==> src/rtl/ifid_hazard_reg.sv <==
// IF/ID pipeline register with load-use hazard detection and redirect flush.
//
// Captures the instruction and PC that IF fetched into the IF/ID register.
// It stalls IF and bubbles ID/EX when the instruction in IF/ID reads the
// destination of a load that is still in ID/EX. A taken branch or jump that
// resolves in EX/MEM kills the wrong-path word. Saturating counters record
// stall cycles and redirect events.
//
// Ports:
//   clk, rst              clock (rising edge), async active-low reset
//   IF_d_inst, IF_d_pc    word fetched by IF this cycle and its PC
//   EXMEM_c_SelPC         taken redirect from EX/MEM (flush the wrong path)
//   IDEX_c_MemRead        ID/EX instruction is a load
//   IDEX_d_rd             destination register of the ID/EX instruction
//   IF_c_stall            IF holds its PC and presents the same word again
//   IDEX_c_bubble         ID/EX loads a NOP on the next edge
//   IFID_d_inst/pc/valid  registered instruction, PC and valid bit to ID
//   stall_cnt, flush_cnt  saturating performance counters
module ifid_hazard_reg #(
  parameter logic [31:0] NOP_INST     = 32'h0000_0013,
  parameter int          FLUSH_CYCLES = 1,
  parameter int          CNT_W        = 16
) (
  input  logic             clk,
  input  logic             rst,
  input  logic [31:0]      IF_d_inst,
  input  logic [31:0]      IF_d_pc,
  input  logic             EXMEM_c_SelPC,
  input  logic             IDEX_c_MemRead,
  input  logic [4:0]       IDEX_d_rd,
  output logic             IF_c_stall,
  output logic             IDEX_c_bubble,
  output logic [31:0]      IFID_d_inst,
  output logic [31:0]      IFID_d_pc,
  output logic             IFID_c_valid,
  output logic [CNT_W-1:0] stall_cnt,
  output logic [CNT_W-1:0] flush_cnt
);

  typedef enum logic [1:0] {S_IDLE, S_RUN, S_FLUSH} state_t;

  localparam logic [1:0] FC_LOAD = 2'(FLUSH_CYCLES - 1);
  // A redirect either returns straight to RUN or spends extra cycles in FLUSH
  localparam state_t     S_AFTER_REDIR = (FLUSH_CYCLES == 1) ? S_RUN : S_FLUSH;

  state_t           r_state, w_nxt;
  logic [31:0]      r_inst, r_pc;
  logic             r_valid;
  logic [1:0]       r_fcnt, w_fc_nxt;
  logic [CNT_W-1:0] r_stall_cnt, r_flush_cnt;

  logic             w_ld_if, w_ld_nop, w_stall_inc, w_flush_inc;
  logic [6:0]       w_op;
  logic [4:0]       w_rs1, w_rs2;
  logic             w_uses_rs1, w_uses_rs2, w_hazard;

  // Hazard decode works on the registered word, i.e. the one ID is decoding
  assign w_op  = r_inst[6:0];
  assign w_rs1 = r_inst[19:15];
  assign w_rs2 = r_inst[24:20];

  assign w_uses_rs1 = !(w_op == 7'b0110111 || w_op == 7'b0010111 ||
                        w_op == 7'b1101111);
  assign w_uses_rs2 = (w_op == 7'b0110011 || w_op == 7'b0100011 ||
                       w_op == 7'b1100011);

  assign w_hazard = r_valid && IDEX_c_MemRead && (IDEX_d_rd != 5'd0) &&
                    ((w_uses_rs1 && IDEX_d_rd == w_rs1) ||
                     (w_uses_rs2 && IDEX_d_rd == w_rs2));

  always_comb begin
    w_nxt       = r_state;
    w_fc_nxt    = r_fcnt;
    w_ld_if     = 1'b0;
    w_ld_nop    = 1'b0;
    w_stall_inc = 1'b0;
    w_flush_inc = 1'b0;
    case (r_state)
      S_IDLE: begin
        if (EXMEM_c_SelPC) begin
          w_ld_nop    = 1'b1;
          w_fc_nxt    = FC_LOAD;
          w_flush_inc = 1'b1;
          w_nxt       = S_FLUSH;
        end else begin
          w_ld_if = 1'b1;
          w_nxt   = S_RUN;
        end
      end
      S_RUN: begin
        // A redirect wins over a hazard: the stalled word is wrong-path anyway
        if (EXMEM_c_SelPC) begin
          w_ld_nop    = 1'b1;
          w_fc_nxt    = FC_LOAD;
          w_flush_inc = 1'b1;
          w_nxt       = S_AFTER_REDIR;
        end else if (w_hazard) begin
          w_stall_inc = 1'b1;
        end else begin
          w_ld_if = 1'b1;
        end
      end
      S_FLUSH: begin
        w_ld_nop = 1'b1;
        if (EXMEM_c_SelPC) begin
          w_fc_nxt    = FC_LOAD;
          w_flush_inc = 1'b1;
          w_nxt       = S_AFTER_REDIR;
        end else begin
          w_fc_nxt = (r_fcnt == 2'd0) ? 2'd0 : r_fcnt - 2'd1;
          if (r_fcnt <= 2'd1) w_nxt = S_RUN;
        end
      end
      default: w_nxt = S_IDLE;
    endcase
  end

  always_ff @(posedge clk or negedge rst) begin
    if (!rst) begin
      r_state     <= S_IDLE;
      r_inst      <= NOP_INST;
      r_pc        <= 32'd0;
      r_valid     <= 1'b0;
      r_fcnt      <= 2'd0;
      r_stall_cnt <= '0;
      r_flush_cnt <= '0;
    end else begin
      r_state <= w_nxt;
      r_fcnt  <= w_fc_nxt;
      if (w_ld_nop) begin
        // PC is left as-is; it is meaningless while valid is low
        r_inst  <= NOP_INST;
        r_valid <= 1'b0;
      end else if (w_ld_if) begin
        r_inst  <= IF_d_inst;
        r_pc    <= IF_d_pc;
        r_valid <= 1'b1;
      end
      if (w_stall_inc && r_stall_cnt != '1) r_stall_cnt <= r_stall_cnt + CNT_W'(1);
      if (w_flush_inc && r_flush_cnt != '1) r_flush_cnt <= r_flush_cnt + CNT_W'(1);
    end
  end

  // Gated by rst so a stray SelPC during reset cannot bubble ID/EX
  assign IF_c_stall    = rst && (r_state == S_RUN) && w_hazard && !EXMEM_c_SelPC;
  assign IDEX_c_bubble = rst && (((r_state == S_RUN) && w_hazard) || EXMEM_c_SelPC);

  assign IFID_d_inst  = r_inst;
  assign IFID_d_pc    = r_pc;
  assign IFID_c_valid = r_valid;
  assign stall_cnt    = r_stall_cnt;
  assign flush_cnt    = r_flush_cnt;

endmodule

==> config.mk <==
export PLATFORM = sky130hd
export DESIGN_NAME = ifid_hazard_reg
export DESIGN_NICKNAME = d
export VERILOG_FILES = /design/src/rtl/ifid_hazard_reg.sv
export SDC_FILE = /design/constraint.sdc
export NUM_CORES = 1
export LEC_CHECK = 0
export ABC_CLOCK_PERIOD_IN_PS = 4400
export BUFFER_PORTS_ARGS = -buffer_cell sky130_fd_sc_hd__buf_4
export CAP_MARGIN = 30
export CORE_ASPECT_RATIO = 1.1
export CORE_MARGIN = 2
export CORE_UTILIZATION = 40
export CTS_BUF_LIST = sky130_fd_sc_hd__clkbuf_8
export DETAILED_ROUTE_END_ITERATION = 16
export MAX_ROUTING_LAYER = met4
export PLACE_DENSITY = 0.68
export SLEW_MARGIN = 20
export SYNTH_ARGS = -nofsm -noshare
export SYNTH_HDL_FRONTEND = slang
export SYNTH_SLANG_ARGS = --single-unit
==> constraint.sdc <==
create_clock -name clk -period 4.4 [get_ports clk]
set_clock_uncertainty 0.05 [all_clocks]
set_input_delay 0.66 -clock clk [delete_from_list [all_inputs] [get_ports clk]]
set_output_delay 0.66 -clock clk [all_outputs]
set_load 0.03 [all_outputs]
==> run metrics, run 1 <==
status finished clean; area leader, netlist dfrtp_1; syn avg cell area between 10 and 15 um^2; CP Capture Point IF_c_stall; Resize count post-CTS 0; Gate Count Post-Synth roughly 340; Synth cell types 37; crit-path leading delay family simple AND/OR/NAND/NOR gates; vias post-DR about 3400; CTS tree yes; Setup TNS 0 ns; minimum clock period around 3.1 ns; Total GRT Usage 19.9%; nets just under 600; count leader, synth dfrtp_1; Post-CTS Hold Buffers 0; post-CTS setup buffers 0; Final WS setup roughly 1.3 ns; CTS Sinks just over 100; core area between 10000 and 15000 um^2; slowest CP cell dfrtp_1; Stages on worst setup path 6; worst skew pair latency roughly 0.37 ns; Primary FF master, synth dfrtp_1; Area growth syn-to-layout 37.8%; initial drt markers 172; Setup Viol. Count Final 0; TritonRoute pass-1 iters 7; cell area after synthesis ~4400 um^2; max_cap viols 0; depth of the most critical reg-to-reg path 7; worst reg2reg setup slack about 1.9 ns; Max Transition Viols Final 0; worst-margin pin slew between 0.7 and 0.8 ns; worst r2r dst IFID_d_pc[26]; Critical path origin IFID_d_inst[3]; drt wl/cell about 17 um; CP Buf/Inv Count 1; pre-CTS setup slack between 1 and 1.5 ns; #FFs+latches synth about 100; CP startpoint kind register; Max FO, Critical Path 9; hpwl dp about 8000 um; CP Data Required Time around 3.7 ns; Clock Pin Slew Worst Setup and Hold Paths between 0.1 and 0.15 ns; Ys Warns 0; Max transition margin roughly half; post-synth top area share ~56%; worst vdd ir 0.000279 V; ANT cells 0; Reg-to-Reg Start IFID_d_inst[3]; boundary pin count around 170; min-delay worst type input port to async pin; commonest cells in the netlist dfrtp_1, a22o_1, xnor2_1; total die area 11800 um^2; pin count of the biggest net entering global routing 62; critical path class register to output pin; Detail Route Antenna Nets 0; Design Area, Final between 6000 and 7000 um^2; number of global-route vias before repair 3395; antenna violations before repair 0; Worst Setup End Kind output pin; Seq/Total Area, Yosys a little under 60%; Area contributors post-synth dfrtp_1, a22o_1, mux2_4, mux2_2, xnor2_1; routability congestion estimate around 0.8; Critical Path AT between 2 and 2.5 ns; layout cells sized above 1 between 40 and 50%; first-pass GRT wire length roughly 18000 um; Buffers on Ports about 170; Cell Pwr Density roughly 750 nW/um^2; Core Rows 40; total congestion overflow 0; syn nets 417; # DRC 0; FILL cells 951; Leak Pwr between 3 and 4 nW; Final Cycle Share 69.7%; Final Hold Vio Count 0; total CTS buffers 9; Max clock buf depth 2; Initial Utilization 40.6%; unrepaired setup endpoints after global routing false; crit path cell chain nor3b_2 > nand4_1 > nor4_2 > o211a_1 > and2_1 > buf_4; EDFF count, synth 0; H-tree levels 3; Die Wd between 100 and 150 um; CP max stage delay 0.45 ns; Vias/cell 5.13; CTS root buffer clkbuf_8; Cell Area, Placed just under 6000 um^2; Fmax achieved about 0.33 GHz; async set-reset flop share out of synthesis 100%; total wire length about 11000 um; Die Ht roughly 110 um
==> routing by layer <==
metal	GRT usage, %	share of wire (%)	vias to the layer above	wire length, um
li1	-	-	1548	-
met1	26.0	44	1697	4870
met2	30.5	48	135	5390
met3	5.83	6.6	11	735
met4	5.32	1.0	0	116
met5	-	0	-	0
==> metrics by stage <==
step | hold slack (ns) | utilization (%) | instances | total power, mW
floorplan | 0.314 | - | 338 | 3.06
global placement | 0.429 | 53.7 | 645 | 3.83
detailed placement | 0.429 | 53.7 | 645 | 3.87
CTS | 0.235 | 56.0 | 661 | 4.60
global route | 0.246 | 56.0 | 661 | 4.81
finish | 0.217 | 56.0 | 661 | 4.55
==> where the power goes <==
part,switching [mW],internal [mW]
clock network,0.330,0.381
registers,0.272,1.29
logic,1.30,0.981
total,1.90,2.65
==> state kept, by name (all words and copies together) (netlist names) <==
| signal | cells |
|---|---|
| flush_cnt | 16 |
| r_fcnt | 2 |
| IFID_d_pc | 32 |
| r_state | 2 |
| IFID_d_inst | 32 |
| IFID_c_valid | 1 |
| stall_cnt | 16 |
==> cell usage in the layout (no fill, tap or decap), drive strengths merged, types with 9 or more instances in the layout <==
cell	Yosys	layout
xnor2	23	23
inv	8	9
nor2	10	10
dfrtp	98	98
nand2	15	15
xor2	16	16
mux2	35	35
a22o	31	31
buf	11	175
clkbuf	4	9
nand4	14	14
nand3	17	17
==> logic make-up (layout without fill, tap and decap cells) <==
group	Yosys count	count (layout)	synth area share, %
buffers and inverters	23	199	2.71
and+or+nand+nor	84	84	10.4
muxes	35	35	10.4
adders and majority gates	6	6	1.71
AOI/OAI and AO/OA	50	50	9.29
xor gates and xnor gates	39	39	7.78
DFF	101	101	57.7
==> final cells by class <==
| cell class | count | area [um^2] | area share [%] |
|---|---|---|---|
| flip-flops and latches | 101 | 2530 | 41.8 |
| multi-input cells | 214 | 1750 | 28.9 |
| repair buffers | 175 | 1310 | 21.7 |
| well taps | 147 | 184 | 3.04 |
| clock buffers | 9 | 124 | 2.05 |
| clock inverters | 7 | 121 | 2.01 |
| inverters | 8 | 30.0 | 0.496 |
==> worst min path at each step <==
stage                      endpoint  cells past startpoint  slack, ns     startpoint
floorplan              IFID_c_valid                      0       0.31            rst
global placement      stall_cnt[13]                      1       0.43  stall_cnt[13]
detailed placement    stall_cnt[13]                      1       0.43  stall_cnt[13]
CTS                 IFID_d_inst[10]                      1       0.24            rst
global route        IFID_d_inst[10]                      1       0.25            rst
finish              IFID_d_inst[10]                      1       0.22            rst
(Power assumes the default switching activity.)
==> run 2, diff against run 1 <==
Settings changed: ABC_AREA set to 1, ABC_CLOCK_PERIOD_IN_PS 4400 to 3100, PLACE_DENSITY 0.68 to 0.66.
Clock period 4.4 ns to 3.1 ns, I/O delays scaled along.
==> run metrics, run 2 <==
ANT cells 0 (unchanged); Die Ht 120 um (was 114 um); most used cell, CP nand2_4; max_cap viols 0 (unchanged); Vias/cell 4.95 (was 5.13); Resize count post-CTS 0 (unchanged); final core utilization 54.1% (was 56.0%); layout cells sized above 1 27.6% (was 45.3%); Seq/Total Area, Yosys 51.3% (was 57.7%); Clock Pin Slew Worst Setup and Hold Paths 0.10 ns (was 0.11 ns); status finished clean (unchanged); Die Wd 110 um (was 104 um); crit path cell chain inv_1 > ha_1 > inv_1 > nor2_1 > nand2_4 > nand2_4 > nand2_4 > nand2_1 > nand2_1 (was nor3b_2 > nand4_1 > nor4_2 > o211a_1 > and2_1 > buf_4); Total GRT Usage 20.1% (was 19.9%); min-delay worst type input port to async pin (unchanged); Primary FF master, synth dfrtp_1 (unchanged); Max Transition Viols Final 0 (unchanged); area leader, netlist dfrtp_1 (unchanged); CP startpoint kind register (unchanged); Cell Area, Placed 6300 um^2 (was 5800 um^2); antenna violations before repair 0 (unchanged); post-synth top area share 49.7% (was 55.9%); Gate Count Post-Synth 588 (was 338); #FFs+latches synth 101 (unchanged); CTS tree yes (unchanged); Synth cell types 29 (was 37); Critical Path AT 2.78 ns (was 2.36 ns); async set-reset flop share out of synthesis 100% (unchanged); GR met3 Demand/Resource 3.50% (was 5.83%); total CTS buffers 9 (unchanged); core area 12000 um^2 (was 10800 um^2); CTS root buffer clkbuf_8 (unchanged); count leader, synth nand2_1 (was dfrtp_1); H-tree levels 3 (unchanged); post-CTS setup buffers 0 (unchanged); nets 828 (was 588); Ys Warns 0 (unchanged); Max transition margin 46.5% (was 48.3%); Post-CTS Hold Buffers 0 (unchanged); met2 Resource Use GR 32.2% (was 30.5%); routability congestion estimate 0.873 (was 0.801); total die area 13200 um^2 (was 11800 um^2); total wire length 12600 um (was 11100 um); boundary pin count 172 (unchanged); syn avg cell area 8.39 um^2 (was 13.0 um^2); hpwl dp 9160 um (was 7920 um); GR peak layer met2 (unchanged); commonest non-fill, non-tap cell in the layout buf_4 (unchanged); Setup Viol. Count Final 0 (unchanged); number of global-route vias before repair 4414 (was 3395); total congestion overflow 0 (unchanged); TritonRoute pass-1 iters 6 (was 7); unrepaired setup endpoints after global routing false (unchanged); commonest cells in the netlist nand2_1, dfrtp_1, nand3_1 (was dfrtp_1, a22o_1, xnor2_1); worst skew pair latency 0.36 ns (was 0.37 ns); Design Area, Final 6520 um^2 (was 6050 um^2); syn nets 667 (was 417); CTS Sinks 101 (unchanged); Leak Pwr 3.52 nW (was 3.04 nW); Area contributors post-synth dfrtp_1, nand2_1, nand3_1, nand4_1, xor2_1 (was dfrtp_1, a22o_1, mux2_4, mux2_2, xnor2_1); Buffers on Ports 171 (unchanged); Max clock buf depth 2 (unchanged); minimum clock period around 2.6 ns; worst vdd ir 0.000440 V (was 0.000279 V); Final Cycle Share 83.6%; Area growth syn-to-layout 32.1% (was 37.8%); Initial Utilization 41.0% (was 40.6%); Fmax achieved around 0.39 GHz; vias post-DR 4488 (was 3391); Cell Pwr Density 1010 nW/um^2 (was 753 nW/um^2); worst-margin pin slew 0.802 ns (was 0.775 ns); Detail Route Antenna Nets 0 (unchanged); M1 GR Usage 26.1% (was 26.0%); drt wl/cell 13.9 um (was 16.8 um); initial drt markers 310 (was 172); Max FO, Critical Path 35 (was 9); # DRC 0 (unchanged); pin count of the biggest net entering global routing 64 (was 62); cell area after synthesis 4930 um^2 (was 4390 um^2); CP Data Required Time 3.29 ns (was 3.69 ns); Setup TNS 0 ns (unchanged); Final Hold Vio Count 0 (unchanged); CP max stage delay 0.41 ns (was 0.45 ns); EDFF count, synth 0 (unchanged); most frequent cells in the layout buf_4, nand2_1, dfrtp_1 (was buf_4, dfrtp_1, a22o_1); Worst Setup End Kind register (was output pin); Core Rows 42 (was 40); first-pass GRT wire length 20700 um (was 18200 um); slowest CP cell dfrtp_1 (unchanged); critical path class register to register (was register to output pin)
## run 2: changes by cell type in the layout (fill, tap and decap cells not counted), moves of 5 or more
cell	change
nor2_1	+23
nor3_1	+8
nand3_1	+70
mux2_2	-18
inv_1	+35
o21ai_0	+11
nand4_1	+21
xnor2_1	-14
xor2_1	+6
a22o_1	-30
mux2_4	-17
and2_1	-5
and3_1	-6
nand2_1	+161
## run 2: stage by stage
stage / power [mW] / cells / setup slack (ns) / hold WS [ns]
2_1_floorplan: 4.47 / 588 / 0.982 / 0.119
3_3_place_gp: 5.59 / 892 / 0.653 / 0.407
5_1_grt: 7.00 / 907 / 0.298 / 0.0201
4_1_cts: 6.63 / 907 / 0.488 / 0.0107
3_5_place_dp: 5.69 / 892 / 0.507 / 0.415
6_report: 6.56 / 907 / 0.510 / 0.0117
## run 2: where the power goes
group / internal, mW / switching [mW]
Clock: 0.469 / 0.450
Combinational: 1.15 / 2.23
Sequential: 1.83 / 0.431
Total: 3.45 / 3.11
## run 2: kinds of logic (layout without fill, tap and decap cells)
family | after synthesis | count (layout) | synth area share (%)
DFF | 101 | 101 | 51.3
adders and majority gates | 6 | 6 | 1.52
and+or+nand+nor | 357 | 357 | 32.6
buffers and inverters | 73 | 238 | 6.85
AOI/OAI and AO/OA | 20 | 20 | 2.23
xor gates and xnor gates | 31 | 31 | 5.51
## run 2: path summary, 6_finish.rpt
check	slack, ns	end	from	cells past startpoint
worst max-delay path	0.51	IFID_d_pc[31]	r_state[1]	9
worst min register to register	0.43	r_fcnt[0]	r_fcnt[0]	1
worst min-delay path	0.01	flush_cnt[6]	rst	1
min in group clk	0.27	IFID_d_inst[28]	IF_d_inst[28]	3
worst max register to register	0.51	IFID_d_pc[31]	r_state[1]	9
max in group asynchronous	1.79	IFID_d_pc[29]	rst	2
## run 2: area by class of cell
| type | count | area [um^2] |
|---|---|---|
| Clock buffer | 10 | 138 |
| Timing Repair Buffer | 179 | 1340 |
| Clock inverter | 5 | 76.3 |
| Multi-Input combinational cell | 414 | 2070 |
| Sequential cell | 101 | 2530 |
| Inverter | 44 | 165 |
| Fill cell | 1137 | 5520 |
| Tap cell | 154 | 193 |
## run 2: critical path, delay by kind of cell, from the launching register on
kind | cells | cell delay [ns]
flip-flops | 1 | 0.41
adder cells (fa/ha/maj) | 1 | 0.21
AND/OR/NAND/NOR | 6 | 1.55
buffers and inverters | 2 | 0.23
## run 2: metal layers
| layer | vias up | share of wire (%) |
|---|---|---|
| met5 | - | 0 |
| met4 | 0 | 1.2 |
| met3 | 10 | 4.7 |
| met2 | 115 | 50 |
| met1 | 2133 | 44 |
| li1 | 2230 | - |
